### config.mk
export PLATFORM = sky130hd
export DESIGN_NAME = plot_capture
export DESIGN_NICKNAME = d
export VERILOG_FILES = /design/src/rtl/plot_capture.sv
export SDC_FILE = /design/constraint.sdc
export NUM_CORES = 1
export LEC_CHECK = 0
export BUFFER_PORTS_ARGS = -buffer_cell sky130_fd_sc_hd__buf_2
export CORE_MARGIN = 4
export CORE_UTILIZATION = 50
export CTS_BUF_LIST = sky130_fd_sc_hd__clkbuf_8
export DETAILED_ROUTE_END_ITERATION = 16
export MAX_ROUTING_LAYER = met4
export PLACE_DENSITY = 0.78
export SETUP_SLACK_MARGIN = 0.5
export SLEW_MARGIN = 15
export SYNTH_ARGS = -nofsm -noshare
export SYNTH_HDL_FRONTEND = slang
export SYNTH_SLANG_ARGS = --single-unit
### constraint.sdc
create_clock -name iClock -period 4.52 [get_ports iClock]
set_clock_uncertainty 0.1 [all_clocks]
set_input_delay 0.226 -clock iClock [delete_from_list [all_inputs] [get_ports iClock]]
set_output_delay 0.226 -clock iClock [all_outputs]
set_load 0.01 [all_outputs]
### src/rtl/plot_capture.sv
// Pixel-plot capture: validates drawer pixels, queues them and drains them to the framebuffer write port.
// Per-frame stats are reported after each flush. Defining PLOT_CAPTURE_BBOX_EN adds bounding-box tracking.
module plot_capture #(
  parameter int unsigned FIFO_DEPTH = 8,
  parameter int unsigned X_MAX      = 159,
  parameter int unsigned Y_MAX      = 119,
  parameter int unsigned FB_WIDTH   = 160
) (
  input  logic        iClock,
  input  logic        iResetn,
  input  logic [7:0]  iX,
  input  logic [6:0]  iY,
  input  logic [5:0]  iColour,
  input  logic        iPlot,
  input  logic        iFrameDone,
  output logic        oReady,
  output logic [14:0] oAddr,
  output logic [5:0]  oData,
  output logic        oWe,
  input  logic        iMemReady,
  output logic        oFrameValid,
  output logic [15:0] oPixCount,
  output logic [7:0]  oDropCount,
  output logic [7:0]  oMinX,
  output logic [7:0]  oMaxX,
  output logic [6:0]  oMinY,
  output logic [6:0]  oMaxY
);
  localparam int unsigned AW = $clog2(FIFO_DEPTH);
  localparam logic [AW:0] FULL_CNT = (AW+1)'(FIFO_DEPTH);
  localparam logic [7:0]  XMAX     = 8'(X_MAX);
  localparam logic [6:0]  YMAX     = 7'(Y_MAX);
  localparam logic [14:0] FBW      = 15'(FB_WIDTH);

  typedef enum logic [1:0] {RUN, FLUSH, REPORT} state_t;
  state_t state_q, state_d;

  logic [14:0]   addr_mem [FIFO_DEPTH];
  logic [5:0]    col_mem  [FIFO_DEPTH];
  logic [AW-1:0] wr_q, rd_q;
  logic [AW:0]   cnt_q, cnt_d;
  logic [15:0]   pix_q, pix_d, stat_pix_q;
  logic [7:0]    drop_q, drop_d, stat_drop_q;
  logic          in_range, push, pop, drop;
  logic [14:0]   addr_in;

  assign in_range = (iX <= XMAX) && (iY <= YMAX);
  assign oReady   = (state_q == RUN) && (cnt_q != FULL_CNT);
  assign push     = iPlot && oReady && in_range;
  assign drop     = iPlot && !(oReady && in_range);
  // Gated by reset so a reset mid-transfer cannot complete a write
  assign oWe      = iResetn && (cnt_q != '0);
  assign pop      = oWe && iMemReady;
  assign addr_in  = 15'(iY) * FBW + 15'(iX);
  assign oAddr    = oWe ? addr_mem[rd_q] : '0;
  assign oData    = oWe ? col_mem[rd_q]  : '0;

  assign oFrameValid = (state_q == REPORT);
  assign oPixCount   = stat_pix_q;
  assign oDropCount  = stat_drop_q;

  always_comb begin
    state_d = state_q;
    unique case (state_q)
      RUN:     if (iFrameDone) state_d = FLUSH;
      FLUSH:   if (cnt_q == '0) state_d = REPORT;
      REPORT:  state_d = RUN;
      default: state_d = RUN;
    endcase
  end

  always_comb begin
    cnt_d = cnt_q;
    if (push && !pop)      cnt_d = cnt_q + 1'b1;
    else if (pop && !push) cnt_d = cnt_q - 1'b1;
    // Counters restart in REPORT; activity there belongs to the next frame
    pix_d  = (state_q == REPORT) ? '0 : pix_q;
    drop_d = (state_q == REPORT) ? '0 : drop_q;
    if (pop && pix_d != '1)   pix_d  = pix_d + 1'b1;
    if (drop && drop_d != '1) drop_d = drop_d + 1'b1;
  end

  always_ff @(posedge iClock) begin
    if (push) begin
      addr_mem[wr_q] <= addr_in;
      col_mem[wr_q]  <= iColour;
    end
  end

  always_ff @(posedge iClock) begin
    if (!iResetn) begin
      state_q     <= RUN;
      wr_q        <= '0;
      rd_q        <= '0;
      cnt_q       <= '0;
      pix_q       <= '0;
      drop_q      <= '0;
      stat_pix_q  <= '0;
      stat_drop_q <= '0;
    end else begin
      state_q <= state_d;
      cnt_q   <= cnt_d;
      pix_q   <= pix_d;
      drop_q  <= drop_d;
      if (push) wr_q <= wr_q + 1'b1;
      if (pop)  rd_q <= rd_q + 1'b1;
      if (state_d == REPORT && state_q != REPORT) begin
        stat_pix_q  <= pix_q;
        stat_drop_q <= drop_q;
      end
    end
  end

`ifdef PLOT_CAPTURE_BBOX_EN
  logic [7:0] minx_q, maxx_q, minx_d, maxx_d, ominx_q, omaxx_q;
  logic [6:0] miny_q, maxy_q, miny_d, maxy_d, ominy_q, omaxy_q;

  always_comb begin
    minx_d = (state_q == REPORT) ? '1 : minx_q;
    maxx_d = (state_q == REPORT) ? '0 : maxx_q;
    miny_d = (state_q == REPORT) ? '1 : miny_q;
    maxy_d = (state_q == REPORT) ? '0 : maxy_q;
    if (push) begin
      if (iX < minx_d) minx_d = iX;
      if (iX > maxx_d) maxx_d = iX;
      if (iY < miny_d) miny_d = iY;
      if (iY > maxy_d) maxy_d = iY;
    end
  end

  always_ff @(posedge iClock) begin
    if (!iResetn) begin
      minx_q  <= '1;
      maxx_q  <= '0;
      miny_q  <= '1;
      maxy_q  <= '0;
      ominx_q <= '1;
      omaxx_q <= '0;
      ominy_q <= '1;
      omaxy_q <= '0;
    end else begin
      minx_q <= minx_d;
      maxx_q <= maxx_d;
      miny_q <= miny_d;
      maxy_q <= maxy_d;
      if (state_d == REPORT && state_q != REPORT) begin
        ominx_q <= minx_q;
        omaxx_q <= maxx_q;
        ominy_q <= miny_q;
        omaxy_q <= maxy_q;
      end
    end
  end

  assign oMinX = ominx_q;
  assign oMaxX = omaxx_q;
  assign oMinY = ominy_q;
  assign oMaxY = omaxy_q;
`else
  assign oMinX = '0;
  assign oMaxX = '0;
  assign oMinY = '0;
  assign oMaxY = '0;
`endif

endmodule

==> impl_metrics.env <==
export IMPL_fmax_ghz=0.3050
export IMPL_cts_buffers=37
export IMPL_min_path_cells=4
export IMPL_cts_tree="built"
export IMPL_root_buffer="clkbuf_8"
export IMPL_intPower_mw=3.681
export IMPL_drt_iter0_markers=317
export IMPL_synth_enable_flop_cells=168
export IMPL_worst_slew_pin_transition_ns=1.098
export IMPL_synth_area_leaders="edfxtp_1 (51%), dfxtp_1 (13%), mux4_2 (9.6%)"
export IMPL_p_per_area_nw_per_um2=463.3
export IMPL_setup_viol=0
export IMPL_comb_power_share=0.202
export IMPL_synth_seq_cells=231
export IMPL_min_delay_start="iPlot"
export IMPL_core_area_um2=19400
export IMPL_hpwl_um=11440
export IMPL_first_global_vias=5856
export IMPL_die_w_um=148.3
export IMPL_cap_viol_max_count=0
export IMPL_async_flop_share=0
export IMPL_cp_max_fo=8
export IMPL_r2r_start="cnt_q[0]"
export IMPL_p_seq_frac=0.493
export IMPL_path_class="reg2reg"
export IMPL_drtAntennaViolNets=0
export IMPL_nNetsFinal=849
export IMPL_grt_first_pass_wirelength_um=30530
export IMPL_p_sw_mw=1.526
export IMPL_critical_path_required_ns=4.88
export IMPL_die_h_um=148.3
export IMPL_cts_path_max_buffers=3
export IMPL_final_max_slew_viol_count=0
export IMPL_mostFrequentLayoutCells="edfxtp_1 (168), nand2_1 (74), buf_2 (73)"
export IMPL_layout_cells_non_filler=1090
export IMPL_syn_to_final_growth_pct=14.25
export IMPL_stdcell_area_um2=11240
export IMPL_final_common_cell="edfxtp_1"
export IMPL_synth_top_cell_by_area="edfxtp_1"
export IMPL_vias=5853
export IMPL_io_buffers=73
export IMPL_ioPinCount=104
export IMPL_avgRoutedWirePerCell_um=17.48
export IMPL_wirelength_um=19060
export IMPL_synthDistinctLibCells=57
export IMPL_place_inst=1013
export IMPL_track_usage=0.1804
export IMPL_rows=51
export IMPL_rr_worst_depth=12
export IMPL_drt_vias_per_instance=5.370
export IMPL_antenna_found_initial=2
export IMPL_hold_viol=0
export IMPL_drive_above_1_share=0.2321
export IMPL_grt_overflow_total=0
export IMPL_critical_path_endpoint_type="flip-flop"
export IMPL_start_kind="flip-flop"
export IMPL_p_sw_frac=0.2930
export IMPL_start_util=0.5071
export IMPL_report_power_total_mw=5.206
export IMPL_postSynthAreaPerCell_um2=14.13
export IMPL_grt_max_degree=46
export IMPL_drcViolationCount=0
export IMPL_synth_top_cell_area_share=0.5128
export IMPL_yosys_warnings=0
export IMPL_gp_congestion=0.7602
export IMPL_slew_headroom=0.2683
export IMPL_rsz0062_at_grt="false"
export IMPL_ys_seq_area_frac=0.6411
export IMPL_worstPathArrival_ns=3.63
export IMPL_clock_sinks=231
export IMPL_r2r_end="cnt_q[3]"
export IMPL_die_area_um2=21980
export IMPL_post_cts_buffers=0
export IMPL_clk_latency_ns=0.53
export IMPL_min_period_over_period=0.7255
export IMPL_tns_ns=0
export IMPL_hold_path_class="in2reg"
export IMPL_path_clk_slew_ns=0.06
export IMPL_period_needed_ns=3.279
export IMPL_r2r_slack_ns=1.24
export IMPL_clockPowerShare=0.305
export IMPL_drtPass1Iterations=4
export IMPL_vdd_ir_drop_worst_v=0.0002739
export IMPL_p_leak_nw=3.892
export IMPL_cts_htree_levels=2
export IMPL_status="finished clean"
export IMPL_syn_instance_count=696
export IMPL_synth_flop_cell="edfxtp_1"
export IMPL_synth_area_um2=9837
export IMPL_cts_resized=0
export IMPL_post_dp_cell_area_um2=10450
export IMPL_holdPathEnd="drop_q[4]"
[layer usage]
metal  wire [um]  vias to the layer above  part of all wire  GRT usage
li1            -                     2759                 -          -
met3        1127                       25             0.059    0.04144
met2        9489                      167              0.50     0.2877
met5           0                        -                 0          -
met1        8140                     2902              0.43     0.2376
met4         297                        0             0.016    0.04711
[repair_timing]
action | in CTS | in global routing
hold buffers | 13 | 0
setup endpoints to repair | 0 | 0
endpoints found under the hold margin | 94 | 0
[worst max path at each step]
stage | from | end | cells after the start
2_1_floorplan | cnt_q[0] | addr_mem[0][0] | 5
3_3_place_gp | cnt_q[0] | cnt_q[3] | 12
3_5_place_dp | cnt_q[0] | cnt_q[3] | 12
4_1_cts | flip-flop | oData[3] | 5
5_1_grt | cnt_q[0] | cnt_q[3] | 12
6_report | cnt_q[0] | cnt_q[3] | 12
[power by group through the flow]
stage	Clock [mW]	Combinational [mW]	Sequential (mW)
floorplan	0	0.841	2.52
global placement	0	1.04	2.61
detailed placement	0	1.06	2.61
CTS	1.63	1.07	2.57
global route	1.73	1.18	2.59
finish	1.59	1.05	2.57
[flip-flops by register name (all words and copies together), names as in the netlist, named ones only]
register	flops
state_q	2
rd_q	3
oDropCount	8
oPixCount	16
cnt_q	4
drop_q	8
pix_q	16
wr_q	3
col_mem	48
addr_mem	120
[logic make-up after synthesis]
group / Yosys count / share of synthesized area
muxes: 66 / 0.1207
xor gates and xnor gates: 19 / 0.01692
buffers and inverters: 80 / 0.04274
DFF: 231 / 0.6411
and+or+nand+nor: 182 / 0.08611
other: 1 / 0.0003812
adders and majority gates: 23 / 0.03154
AOI/OAI and AO/OA: 94 / 0.06055
[worst max-delay path, cell delays in order (launching register included)]
cell,delay [ns]
dfxtp_1,0.50
nor3_1,0.10
a211o_1,0.36
or3_1,0.55
inv_2,0.16
ha_1,0.19
inv_1,0.09
ha_1,0.28
a21o_1,0.18
a21oi_1,0.17
xnor2_1,0.09
or3_1,0.30
a21oi_1,0.14
[layout make-up]
class	instances	area [um2]
Fill cell	1563	8160
Sequential cell	231	6311
Multi-Input combinational cell	414	3289
Timing Repair Buffer	98	585.6
Clock buffer	38	523.0
Tap cell	265	331.6
Clock inverter	24	125.1
Inverter	18	67.56
Antenna cell	2	5.005
[cells in the mapped netlist (7+ instances only)]
library cell	instances
a21oi_1	45
nand3_1	9
o21ai_0	12
buf_4	30
inv_1	15
o21ai_1	8
dfxtp_1	63
mux4_2	42
nand2_1	74
nor3_1	7
nor2_1	47
clkbuf_1	23
or3_1	13
edfxtp_1	168
xnor2_1	14
mux2i_1	23
ha_1	20
[stage by stage]
step	hold WS, ns	utilization	setup WS [ns]
floorplan	0.2249	-	0.5645
global placement	0.3391	0.5388	1.315
detailed placement	0.3437	0.5388	1.234
CTS	0.01795	0.5789	1.115
global route	0.05548	0.5793	1.050
finish	0.04232	0.5793	1.241
Power figures use the tool's default switching activity.
